`config.mk`:
```
export PLATFORM = sky130hd
export DESIGN_NAME = cplx_delay_line
export DESIGN_NICKNAME = d
export VERILOG_FILES = /design/src/rtl/cplx_dly_pkg.sv /design/src/rtl/cplx_dly_ram.sv /design/src/rtl/cplx_delay_line.sv
export SDC_FILE = /design/constraint.sdc
export NUM_CORES = 1
export LEC_CHECK = 0
export ABC_CLOCK_PERIOD_IN_PS = 5000
export CAP_MARGIN = 25
export CORE_MARGIN = 8
export CORE_UTILIZATION = 42
export DETAILED_ROUTE_END_ITERATION = 10
export GPL_TIMING_DRIVEN = 0
export HOLD_SLACK_MARGIN = 0.03
export PLACE_DENSITY = 0.75
export SYNTH_ARGS = -nofsm -noshare
export SYNTH_HDL_FRONTEND = slang
export SYNTH_SLANG_ARGS = --single-unit
export TNS_END_PERCENT = 30
```
`constraint.sdc`:
```
create_clock -name clk -period 5 [get_ports clk]
set_input_delay 1 -clock clk [delete_from_list [all_inputs] [get_ports clk]]
set_output_delay 1 -clock clk [all_outputs]
set_load 0.02 [all_outputs]
```
`src/rtl/cplx_dly_pkg.sv`:
```
// Shared constants and the pointer-width helper for the complex delay line.
package cplx_dly_pkg;

    localparam int CPLX_W       = 32;
    localparam int CPLX_DLY_MAX = 1024;

    // Address width of the (depth-1)-entry circular buffer, never below 1 bit.
    function automatic int ptr_w(input int depth);
        return (depth - 1 > 1) ? $clog2(depth - 1) : 1;
    endfunction

endpackage

```
`src/rtl/cplx_dly_ram.sv`:
```
// Circular-buffer storage: untagged data words plus a clearable valid tag per entry.
module cplx_dly_ram
    import cplx_dly_pkg::*;
#(
    parameter int W       = CPLX_W,
    parameter int ENTRIES = 1,
    parameter int AW      = 1
) (
    input  logic          clk,
    input  logic          clr,
    input  logic          we,
    input  logic [AW-1:0] addr,
    input  logic [2*W:0]  wdata,
    output logic [2*W:0]  rdata
);

    // A single entry is padded to two so that the 1-bit address indexes it exactly.
    localparam int SLOTS = (ENTRIES < 2) ? 2 : ENTRIES;

    logic [2*W-1:0]   mem [SLOTS];
    logic [SLOTS-1:0] tag;

    always_ff @(posedge clk) begin
        if (we) mem[addr] <= wdata[2*W-1:0];
    end

    // Only the tags are cleared; stale words behind a zero tag can never surface as valid.
    always_ff @(posedge clk) begin
        if (clr)     tag       <= '0;
        else if (we) tag[addr] <= wdata[2*W];
    end

    assign rdata = {tag[addr], mem[addr]};

endmodule

```
`src/rtl/cplx_delay_line.sv`:
```
// Complex-sample delay line of DEPTH advances with a travelling valid tag.
// Optional macro CPLX_DLY_FLUSH_EN adds a flush input equivalent to rst.
module cplx_delay_line
    import cplx_dly_pkg::*;
#(
    parameter int W     = CPLX_W,
    parameter int DEPTH = 2
) (
    input  logic                clk,
    input  logic                rst,
`ifdef CPLX_DLY_FLUSH_EN
    input  logic                flush,
`endif
    input  logic                en,
    input  logic                in_valid,
    input  logic signed [W-1:0] c_re,
    input  logic signed [W-1:0] c_img,
    output logic                out_valid,
    output logic signed [W-1:0] c1_re,
    output logic signed [W-1:0] c1_img,
    output logic                primed
);

    localparam int CW = $clog2(DEPTH + 1);
    localparam logic [CW-1:0] FULL = CW'(DEPTH);

    logic          clr;
    logic          adv;
    logic [2*W:0]  src;
    logic [CW-1:0] fill_p0;

`ifdef CPLX_DLY_FLUSH_EN
    assign clr = rst | flush;
`else
    assign clr = rst;
`endif
    // A clearing edge swallows any simultaneous advance, including its input sample.
    assign adv = en & ~clr;

    generate
        if (DEPTH == 1) begin : g_reg
            assign src = {in_valid, c_re, c_img};
        end else begin : g_ram
            localparam int PW = ptr_w(DEPTH);
            localparam logic [PW-1:0] PTR_LAST = PW'(DEPTH - 2);

            logic [PW-1:0] ptr_p0;

            always_ff @(posedge clk) begin
                if (clr)      ptr_p0 <= '0;
                else if (adv) ptr_p0 <= (ptr_p0 == PTR_LAST) ? '0 : ptr_p0 + 1'b1;
            end

            cplx_dly_ram #(
                .W       (W),
                .ENTRIES (DEPTH - 1),
                .AW      (PW)
            ) u_ram (
                .clk   (clk),
                .clr   (clr),
                .we    (adv),
                .addr  (ptr_p0),
                .wdata ({in_valid, c_re, c_img}),
                .rdata (src)
            );
        end
    endgenerate

    // Output stage: the slot read at ptr lands here on the same advance that overwrites it.
    always_ff @(posedge clk) begin
        if (clr)      {out_valid, c1_re, c1_img} <= '0;
        else if (adv) {out_valid, c1_re, c1_img} <= src;
    end

    always_ff @(posedge clk) begin
        if (clr) begin
            fill_p0 <= '0;
            primed  <= 1'b0;
        end else if (adv && fill_p0 != FULL) begin
            fill_p0 <= fill_p0 + 1'b1;
            primed  <= (fill_p0 + 1'b1 == FULL);
        end
    end

endmodule

```
==> results of run 1 <==
## per-stage QoR
stage / instance area [um^2] / hold WS (ns)
floorplan: 4470 / 0.456
global placement: 5950 / 0.460
detailed placement: 6000 / 0.458
CTS: 6600 / 0.466
global route: 6600 / 0.502
finish: 6600 / 0.465
## area by class of cell
type | count | area (um^2) | area share
Timing Repair Buffer | 133 | 1350 | 0.205
Clock inverter | 15 | 181 | 0.0275
Multi-Input combinational cell | 144 | 1020 | 0.155
Sequential cell | 133 | 3300 | 0.501
Inverter | 2 | 7.51 | 0.00114
Clock buffer | 17 | 414 | 0.0628
Tap cell | 136 | 170 | 0.0258
Buffer | 16 | 148 | 0.0224
## registers in the layout, indices dropped and copies added (netlist names)
signal,cells
out_valid,1
primed,1
g_ram.u_ram.tag,1
g_ram.u_ram.mem,64
c1_re,32
c1_img,32
fill_p0,2
## Yosys cell counts, drive strengths merged
| library cell | n |
|---|---|
| edfxtp | 64 |
| mux2i | 66 |
| nor2b | 1 |
| dfxtp | 69 |
| inv | 2 |
| o21ai | 1 |
| clkbuf | 2 |
| o31ai | 1 |
| nor2 | 67 |
| dlygate4sd1 | 4 |
| mux2 | 1 |
| ha | 2 |
| nand4bb | 1 |
| nand2b | 1 |
| or4b | 1 |
| and2b | 2 |
| buf | 10 |
## worst reg2reg max path: stages (launching register included)
cell	delay [ns]
dfxtp_1	0.39
inv_1	0.06
ha_1	0.28
or4b_1	0.51
o31ai_1	0.08
## per-layer routing
metal | vias to the layer above | track usage | part of all wire
met4 | 0 | 0.0640 | 0.016
met1 | 1324 | 0.156 | 0.41
met3 | 12 | 0.0576 | 0.081
met5 | - | 0 | 0
li1 | 1335 | - | -
met2 | 88 | 0.224 | 0.49
## path summary, 6_finish.rpt
| check | start | end | slack (ns) | cells after the start |
|---|---|---|---|---|
| min reg2reg | primed$_SDFFE_PP0P_ | primed$_SDFFE_PP0P_ | 0.46 | 2 |
| max | c1_re[30]$_SDFFE_PP0P_ | c1_re[30] | 2.51 | 1 |
| min | primed$_SDFFE_PP0P_ | primed$_SDFFE_PP0P_ | 0.46 | 2 |
| max reg2reg | fill_p0[0]$_SDFFE_PP0P_ | fill_p0[1]$_SDFFE_PP0P_ | 3.61 | 4 |
## where the power goes
part           internal [W]  switching, W  total, W
sequential          0.00122     0.0000289   0.00125
combinational      0.000147      0.000123  0.000270
clock              0.000763      0.000465   0.00123
## logic make-up after synthesis
logic type      Yosys count  share of synthesized area
compound gates            2                    0.00280
fa+ha+maj                 2                    0.00560
buf+inv                  18                     0.0347
flops                   133                      0.739
mux                      67                      0.150
simple gates             73                     0.0677
==> summary.md, run 1 <==
| Metric | Value |
|---|---|
| Status | `finished clean` |
| Layout cells sized above 1 | `0.100` |
| Setup TNS | `0 ns` |
| Port Buf Inserts | `131` |
| Overall power | `about 0.0027 W` |
| Clock Path Buffers | `2` |
| Depth of the CTS H-tree | `4` |
| Setup crit end kind | `output port` |
| Cell family with most CP delay | `buffers and inverters` |
| # Post-CTS Setup Buffers | `0` |
| Core area | `10300 um^2` |
| Final Cycle Share | `0.498` |
| N_diodes | `0` |
| Root Driver | `clkbuf_8` |
| Post-DP HPWL | `6800 um` |
| Worst path required time | `4.00 ns` |
| Initial antenna violation count | `0` |
| CP max stage delay | `0.62 ns` |
| Seq/Total Area, Yosys | `0.739` |
| WP buf/inv | `1` |
| Layout Utilization | `0.639` |
| Hold_buf cts | `0` |
| Leakage | `approximately 2.6 nW` |
| First drt pass iteration count | `4` |
| Startpoint Class | `flip-flop` |
| Hold Fails Final Rpt | `0` |
| Unique masters post-synth | `20` |
| Avg Vias per Cell | `between 4 and 5` |
| Die height | `119 um` |
| Unrepaired setup endpoints after global routing | `no` |
| TritonCTS Buffers | `17` |
| Seq cells post-synth | `~130` |
| Total GRT Usage | `0.138` |
| Worst Skew | `0.00581 ns` |
| Yosys top cell by area | `edfxtp_1` |
| Min cycle time layout | `roughly 2.5 ns` |
| Placed Cells | `564` |
| Post-cts resize count | `0` |
| Final cell count without fillers | `between 500 and 600` |
| Final Wtd Congestion | `a little under 0.7` |
| CTS tree | `built` |
| Largest net degree at the start of global routing | `31` |
| Worst path cell trace | `clkdlybuf4s50_1` |
| Setup ws final | `around 2.5 ns` |
| Initial Util | `0.433` |
| F_max | `401 MHz` |
| Crit Path Class | `flip-flop to output port` |
| Max-cap violations | `0` |
| Post-synthesis cell area | `~4500 um^2` |
| Final setup viols | `0` |
| Fin nets | `517` |
| Die area | `14200 um^2` |
| Commonest non-fill, non-tap cell in the layout | `clkdlybuf4s50_1` |
| Most frequent cells in the layout | `131 x clkdlybuf4s50_1, 69 x dfxtp_1, 67 x nor2_1, 66 x mux2i_1, 64 x edfxtp_1` |
| Antenna Nets Post-Route | `0` |
| Vias in the first global route | `3028` |
| Warnings, synthesis | `0` |
| Cell count after synthesis | `around 300` |
| Skew-Pair Late Insertion Delay | `0.51 ns` |
| GRT overflow | `0` |
| Vias post-DR | `2759` |
| Filler cell count | `773` |
| WL per Instance | `between 15 and 20 um` |
| Slew Viols, Final | `0` |
| First-pass GRT wire length | `roughly 15000 um` |
| Arr. time, crit path | `1.49 ns` |
| Slew Limit Headroom | `0.702` |
| Slew @ Worst Pin | `0.448 ns` |
| Synth-to-Final Area Change | `47.5%` |
| Die X | `119 um` |
| Worst slack at placement | `2.51 ns` |
| Initial DRC Count | `143` |
| FP Rows | `37` |
| Sinks on Clock Net | `133` |
| IO Pins | `134` |
| Post-Syn Nets | `between 300 and 400` |
| Peak VDD IR | `0.313 mV` |
| CTS clk-pin slew, worst paths | `about 0.060 ns` |
| CP max FO | `2` |
| Post-synth top area share | `0.430` |
| Dominant cells by area after synthesis | `edfxtp_1 43%, dfxtp_1 31%, mux2i_1 15%, nor2_1 5.6%, buf_8 1.0%` |
| Residual DRC | `0` |
| PD cells | `around 420 nW/um^2` |
| Synthesized area per cell | `15.2 um^2` |
| Crit-path slowest cell | `clkdlybuf4s50_1` |
| Detailed Route WL | `9580 um` |
| Hold Crit Class | `flip-flop to flip-flop` |
(Power assumes the default switching activity.)
==> run 2, diff against run 1 <==
--- a/config.mk
+++ b/config.mk
@@ -5,14 +5,14 @@
 export SDC_FILE = /design/constraint.sdc
 export NUM_CORES = 1
 export LEC_CHECK = 0
-export ABC_CLOCK_PERIOD_IN_PS = 5000
+export ABC_CLOCK_PERIOD_IN_PS = 2600
 export CAP_MARGIN = 25
 export CORE_MARGIN = 8
-export CORE_UTILIZATION = 42
+export CORE_UTILIZATION = 46
 export DETAILED_ROUTE_END_ITERATION = 10
 export GPL_TIMING_DRIVEN = 0
 export HOLD_SLACK_MARGIN = 0.03
-export PLACE_DENSITY = 0.75
+export PLACE_DENSITY = 0.78
 export SYNTH_ARGS = -nofsm -noshare
 export SYNTH_HDL_FRONTEND = slang
 export SYNTH_SLANG_ARGS = --single-unit
==> constraint.sdc (replaced) <==
create_clock -name clk -period 2.6 [get_ports clk]
set_input_delay 0.52 -clock clk [delete_from_list [all_inputs] [get_ports clk]]
set_output_delay 0.52 -clock clk [all_outputs]
set_load 0.02 [all_outputs]
==> summary.md, run 2 (synthesis gave the netlist of run 1 again) <==
| Metric | Value |
|---|---|
| Status | `finished clean` |
| Avg Vias per Cell | `4.60 (-0.66%)` |
| Multi-input logic area | `1020 um^2 (unchanged)` |
| Die X | `115 um (-3.9%)` |
| Cell family with most CP delay | `buffers and inverters` |
| Post-DP HPWL | `6830 um (+0.43%)` |
| Filler cell count | `692 (-10%)` |
| Worst path cell trace | `clkdlybuf4s50_1` |
| Core area | `9590 um^2 (-7.1%)` |
| WL per Instance | `16.0 um (-0.35%)` |
| CP max stage delay | `0.63 ns (about the same)` |
| First-pass GRT wire length | `15300 um (-0.68%)` |
| Final Cycle Share | `0.769` |
| WP buf/inv | `1 (unchanged)` |
| Min cycle time layout | `2.00 ns` |
| Port Buf Inserts | `131 (unchanged)` |
| Unrepaired setup endpoints after global routing | `no` |
| Reg2reg setup slack | `1.17 ns (-2.44 ns)` |
| Max reg flops | `64 (unchanged)` |
| # Post-CTS Setup Buffers | `0 (unchanged)` |
| Max-cap violations | `0 (unchanged)` |
| Slew @ Worst Pin | `0.632 ns (+0.184 ns)` |
| Depth of the CTS H-tree | `4 (unchanged)` |
| PD cells | `797 nW/um^2 (+92%)` |
| Residual DRC | `0 (unchanged)` |
| Final Wtd Congestion | `0.705 (+1.5%)` |
| Initial antenna violation count | `0 (unchanged)` |
| Largest net degree at the start of global routing | `28 (-9.7%)` |
| Sinks on Clock Net | `133 (unchanged)` |
| Antenna Nets Post-Route | `0 (unchanged)` |
| Final setup viols | `0 (unchanged)` |
| Total GRT Usage | `0.152 (+0.0140)` |
| Clock Path Buffers | `2 (unchanged)` |
| Fin nets | `517 (unchanged)` |
| Startpoint Class | `flip-flop` |
| Hold Fails Final Rpt | `0 (unchanged)` |
| Layout Utilization | `0.688 (+0.0488)` |
| Hold_buf cts | `0 (unchanged)` |
| Slew Viols, Final | `0 (unchanged)` |
| Worst Skew | `0.00430 ns (-0.00151 ns)` |
| CTS tree | `built` |
| Vias in the first global route | `2992 (-1.2%)` |
| GRT overflow | `0 (unchanged)` |
| CTS clk-pin slew, worst paths | `0.06 ns (about the same)` |
| Setup crit end kind | `output port` |
| Post-route cell area | `6600 um^2 (about the same)` |
| Worst path required time | `2.08 ns (-1.92 ns)` |
| Layout cells sized above 1 | `0.0978 (-0.00217)` |
| Leakage | `2.61 nW (about the same)` |
| FP Rows | `36 (-2.7%)` |
| F_max | `around 500 MHz` |
| Initial DRC Count | `105 (-27%)` |
| Root Driver | `clkbuf_8` |
| Die height | `115 um (-3.9%)` |
| Skew-Pair Late Insertion Delay | `0.50 ns (about the same)` |
| Crit-path slowest cell | `clkdlybuf4s50_1` |
| Crit Path Class | `flip-flop to output port` |
| TritonCTS Buffers | `17 (unchanged)` |
| Most frequent cells in the layout | `131 x clkdlybuf4s50_1, 69 x dfxtp_1, 67 x nor2_1, 66 x mux2i_1, 64 x edfxtp_1` |
| Reg with most FFs | `g_ram.u_ram.mem` |
| N_diodes | `0 (unchanged)` |
| Initial Util | `0.466 (+0.0329)` |
| Slew Limit Headroom | `0.578 (-0.123)` |
| CP max FO | `2 (unchanged)` |
| Peak VDD IR | `0.502 mV (+60%)` |
| Synth-to-Final Area Change | `47.6% (about the same)` |
| Commonest non-fill, non-tap cell in the layout | `clkdlybuf4s50_1` |
| Storage cell area | `3300 um^2 (unchanged)` |
| First drt pass iteration count | `4 (unchanged)` |
| Detailed Route WL | `9490 um (-0.86%)` |
| Die area | `13100 um^2 (-7.6%)` |
| Cell Area, Placed | `6000 um^2 (about the same)` |
| Post-cts resize count | `0 (unchanged)` |
| Vias post-DR | `2727 (-1.2%)` |
| Hold Crit Class | `input pin to flip-flop` |
| Arr. time, crit path | `1.48 ns (about the same)` |
| IO Pins | `134 (unchanged)` |
## run 2: changes by cell type in the layout (fill, tap and decap cells not counted)
| cell | before | now |
|---|---|---|
| clkinv_2 | 3 | 2 |
| clkinv_1 | 0 | 1 |
| buf_12 | 2 | 1 |
| buf_16 | 0 | 1 |
## run 2: routing by layer
metal  share of wire  track usage
met1            0.41        0.171
met2            0.51        0.255
met3           0.055       0.0485
met4           0.018       0.0772
met5               0            0
## run 2: layout make-up
| cell class | count | share of cell area |
|---|---|---|
| plain buffers | 16 | 0.0224 |
| clock buffers | 17 | 0.0628 |
| clock inverters | 15 | 0.0273 |
| inverters | 2 | 0.00114 |
| multi-input cells | 144 | 0.155 |
| flip-flops and latches | 133 | 0.501 |
| well taps | 133 | 0.0252 |
| repair buffers | 133 | 0.206 |
## run 2: path summary, 6_finish.rpt
| check | start | end | cells past startpoint |
|---|---|---|---|
| setup / recovery | c1_img[31]$_SDFFE_PP0P_ | c1_img[31] | 1 |
| hold / removal | rst | primed$_SDFFE_PP0P_ | 3 |
| setup reg to reg | fill_p0[0]$_SDFFE_PP0P_ | fill_p0[1]$_SDFFE_PP0P_ | 4 |
| hold reg to reg | primed$_SDFFE_PP0P_ | primed$_SDFFE_PP0P_ | 2 |
## run 2: through the flow
| step | TNS, ns | hold slack (ns) | worst slack (ns) | total power (W) | cells |
|---|---|---|---|---|---|
| 6_report | 0 | 0.338 | 0.601 | 0.00526 | 593 |
| 5_1_grt | 0 | 0.362 | 0.537 | 0.00547 | 593 |
| 4_1_cts | 0 | 0.319 | 0.564 | 0.00531 | 593 |
| 3_5_place_dp | 0 | 0.467 | 0.369 | 0.00297 | 561 |
| 3_3_place_gp | -19.53 | 0.461 | -0.308 | 0.00294 | 559 |
| 2_1_floorplan | 0 | 0.456 | 0.222 | 0.00268 | 295 |
## run 2: where the power goes
part | leakage, nW | switching, W | internal, W
Sequential | 1.17 | 0.0000541 | 0.00234
Combinational | 1.15 | 0.000238 | 0.000285
Clock | 0.286 | 0.000876 | 0.00147
## run 2: worst register-to-register path, cell delays in order (launching register included)
cell	delay (ns)
dfxtp_1	0.38
inv_1	0.07
ha_1	0.28
or4b_1	0.51
o31ai_1	0.09
==> run 3, diff against run 2 <==
--- a/config.mk
+++ b/config.mk
@@ -5,14 +5,14 @@
 export SDC_FILE = /design/constraint.sdc
 export NUM_CORES = 1
 export LEC_CHECK = 0
-export ABC_CLOCK_PERIOD_IN_PS = 2600
+export ABC_CLOCK_PERIOD_IN_PS = 1680
 export CAP_MARGIN = 25
 export CORE_MARGIN = 8
-export CORE_UTILIZATION = 46
+export CORE_UTILIZATION = 42
 export DETAILED_ROUTE_END_ITERATION = 10
 export GPL_TIMING_DRIVEN = 0
 export HOLD_SLACK_MARGIN = 0.03
-export PLACE_DENSITY = 0.78
+export PLACE_DENSITY = 0.75
 export SYNTH_ARGS = -nofsm -noshare
 export SYNTH_HDL_FRONTEND = slang
 export SYNTH_SLANG_ARGS = --single-unit
==> constraint.sdc (replaced) <==
create_clock -name clk -period 1.68 [get_ports clk]
set_input_delay 0.336 -clock clk [delete_from_list [all_inputs] [get_ports clk]]
set_output_delay 0.336 -clock clk [all_outputs]
set_load 0.02 [all_outputs]
==> summary.md, run 3 (synthesis gave the netlist of run 1 again) <==
| Metric | Value |
|---|---|
| First-pass GRT wire length | `15300 um (about the same)` |
| Hold_buf cts | `0 (unchanged)` |
| Clock Path Buffers | `2 (unchanged)` |
| Avg Vias per Cell | `4.59 (-0.25%)` |
| Slew Limit Headroom | `0.662 (+0.0840)` |
| Leakage | `2.85 nW (+9.1%)` |
| Worst Skew | `0.00520 ns (+0.000892 ns)` |
| Int Power | `0.00624 W (+53%)` |
| CTS tree | `built` |
| Reg with most FFs | `g_ram.u_ram.mem` |
| IO Pins | `134 (unchanged)` |
| Final cell count without fillers | `596 (+0.51%)` |
| P_sw | `0.00176 W (+51%)` |
| Setup TNS | `0 ns (unchanged)` |
| Post-route cell area | `6510 um^2 (-1.3%)` |
| Status | `finished clean` |
| Fin nets | `517 (unchanged)` |
| GRT overflow | `0 (unchanged)` |
| Core area | `10300 um^2 (+7.6%)` |
| Crit-path slowest cell | `dfxtp_1` |
| WP buf/inv | `1 (unchanged)` |
| Max reg flops | `64 (unchanged)` |
| Sw Share | `0.220 (-0.00180)` |
| Flop pwr share | `0.463 (+0.008)` |
| Worst slack at placement | `-0.156 ns (-0.526 ns)` |
| Die height | `119 um (+4.0%)` |
| Commonest non-fill, non-tap cell in the layout | `dfxtp_1` |
| Comb pwr share | `0.092 (-0.007)` |
| N_diodes | `0 (unchanged)` |
| Clock share of power | `0.445 (about the same)` |
| Max-cap violations | `0 (unchanged)` |
| Die X | `119 um (+4.0%)` |
| Overall power | `0.00800 W (+52%)` |
| Placed Cells | `564 (+0.53%)` |
| Residual DRC | `0 (unchanged)` |
| Peak VDD IR | `0.674 mV (+34%)` |
| Slew Viols, Final | `0 (unchanged)` |
| Initial DRC Count | `110 (+4.8%)` |
| Die area | `14200 um^2 (+8.2%)` |
| Vias post-DR | `2734 (+0.26%)` |
| Detailed Route WL | `9420 um (-0.81%)` |
| Port Buf Inserts | `131 (unchanged)` |
| Depth of the CTS H-tree | `4 (unchanged)` |
| Startpoint Class | `flip-flop` |
| # Post-CTS Setup Buffers | `0 (unchanged)` |
| Setup ws final | `0.132 ns (-0.469 ns)` |
| Min cycle time layout | `1.55 ns` |
| Most frequent cells in the layout | `69 x dfxtp_1, 67 x nor2_1, 66 x mux2i_1, 66 x dlygate4sd2_1, 65 x clkdlybuf4s50_1` |
| CP max FO | `2 (unchanged)` |
| Skew-Pair Late Insertion Delay | `0.51 ns (about the same)` |
| Initial antenna violation count | `0 (unchanged)` |
| Layout cells sized above 1 | `0.0935 (-0.00435)` |
| Hold Fails Final Rpt | `0 (unchanged)` |
| Unrepaired setup endpoints after global routing | `no` |
| Final Cycle Share | `0.921` |
| Final setup viols | `0 (unchanged)` |
| Final Wtd Congestion | `0.695 (-1.4%)` |
| FP Rows | `37 (+2.8%)` |
| CP max stage delay | `0.35 ns (-0.28 ns)` |
| Cell family with most CP delay | `flip-flops` |
| Arr. time, crit path | `1.21 ns (-0.27 ns)` |
| Crit Path Class | `flip-flop to output port` |
| TritonCTS Buffers | `17 (unchanged)` |
| Antenna Nets Post-Route | `0 (unchanged)` |
| WL per Instance | `15.8 um (-1.3%)` |
| PD cells | `1230 nW/um^2 (+54%)` |
| Largest net degree at the start of global routing | `28 (unchanged)` |
| Worst path cell trace | `dlygate4sd2_1` |
| Sinks on Clock Net | `133 (unchanged)` |
| Cell Area, Placed | `6020 um^2 (+0.21%)` |
| Initial Util | `0.433 (-0.0329)` |
| Post-DP HPWL | `6780 um (-0.75%)` |
| Slew @ Worst Pin | `0.506 ns (-0.126 ns)` |
| Vias in the first global route | `2928 (-2.1%)` |
| First drt pass iteration count | `5 (+1)` |
| F_max | `646 MHz` |
| Total GRT Usage | `0.136 (-0.0160)` |
| Worst path required time | `1.34 ns (-0.74 ns)` |
| CTS clk-pin slew, worst paths | `0.06 ns (about the same)` |
| Hold Crit Class | `input pin to flip-flop` |
| Setup crit end kind | `output port` |
| Root Driver | `clkbuf_8` |
| Synth-to-Final Area Change | `45.7%` |
run 3: what timing repair did:
item,CTS,global route
gates resized for setup,66,0
hold endpoints to repair,0,0
setup endpoints to repair,66,0
run 3: path summary, 6_finish.rpt:
path	from	to	slack, ns	cells past startpoint
max reg2reg	fill_p0[0]$_SDFFE_PP0P_	fill_p0[1]$_SDFFE_PP0P_	0.29	4
max	c1_re[7]$_SDFFE_PP0P_	c1_re[7]	0.13	1
min reg2reg	primed$_SDFFE_PP0P_	primed$_SDFFE_PP0P_	0.47	2
min	en	primed$_SDFFE_PP0P_	0.13	3
run 3: power by group through the flow:
stage                     Clock [W]  Sequential [W]  Combinational [W]
after floorplan                   0         0.00388           0.000266
after global placement            0         0.00377           0.000788
after detailed placement          0         0.00377           0.000820
after CTS                   0.00364         0.00371           0.000753
after global routing        0.00381         0.00373           0.000795
final                       0.00356         0.00370           0.000739
run 3: final cells by class:
type                       instances  area (um^2)
buffer                            16          164
clock buffer                      18          418
clock inverter                    14          161
fill                             818         3810
inverter                           2         7.51
multi-input combinational        144         1020
sequential                       133         3300
tap                              136          170
timing repair buffer             133         1270
run 3: metrics by stage:
stage / hold WS (ns) / utilization
finish: 0.126 / 0.631
global route: 0.105 / 0.631
CTS: 0.105 / 0.631
detailed placement: 0.464 / 0.583
global placement: 0.459 / 0.579
floorplan: 0.435 / -
run 3: worst reg2reg max path, delay by kind of cell (launching register included):
family | cells | cell delay (ns)
AND/OR/NAND/NOR | 1 | 0.50
flip-flops | 1 | 0.38
adder cells (fa/ha/maj) | 1 | 0.28
AO/OA/AOI/OAI | 1 | 0.08
buffers and inverters | 1 | 0.06
run 3: metal layers:
layer	global-route usage	vias up	wire length, um
met5	0	-	0
met4	0.0569	0	133
met3	0.0642	11	801
met2	0.213	92	4440
met1	0.158	1299	4040
li1	-	1332	-
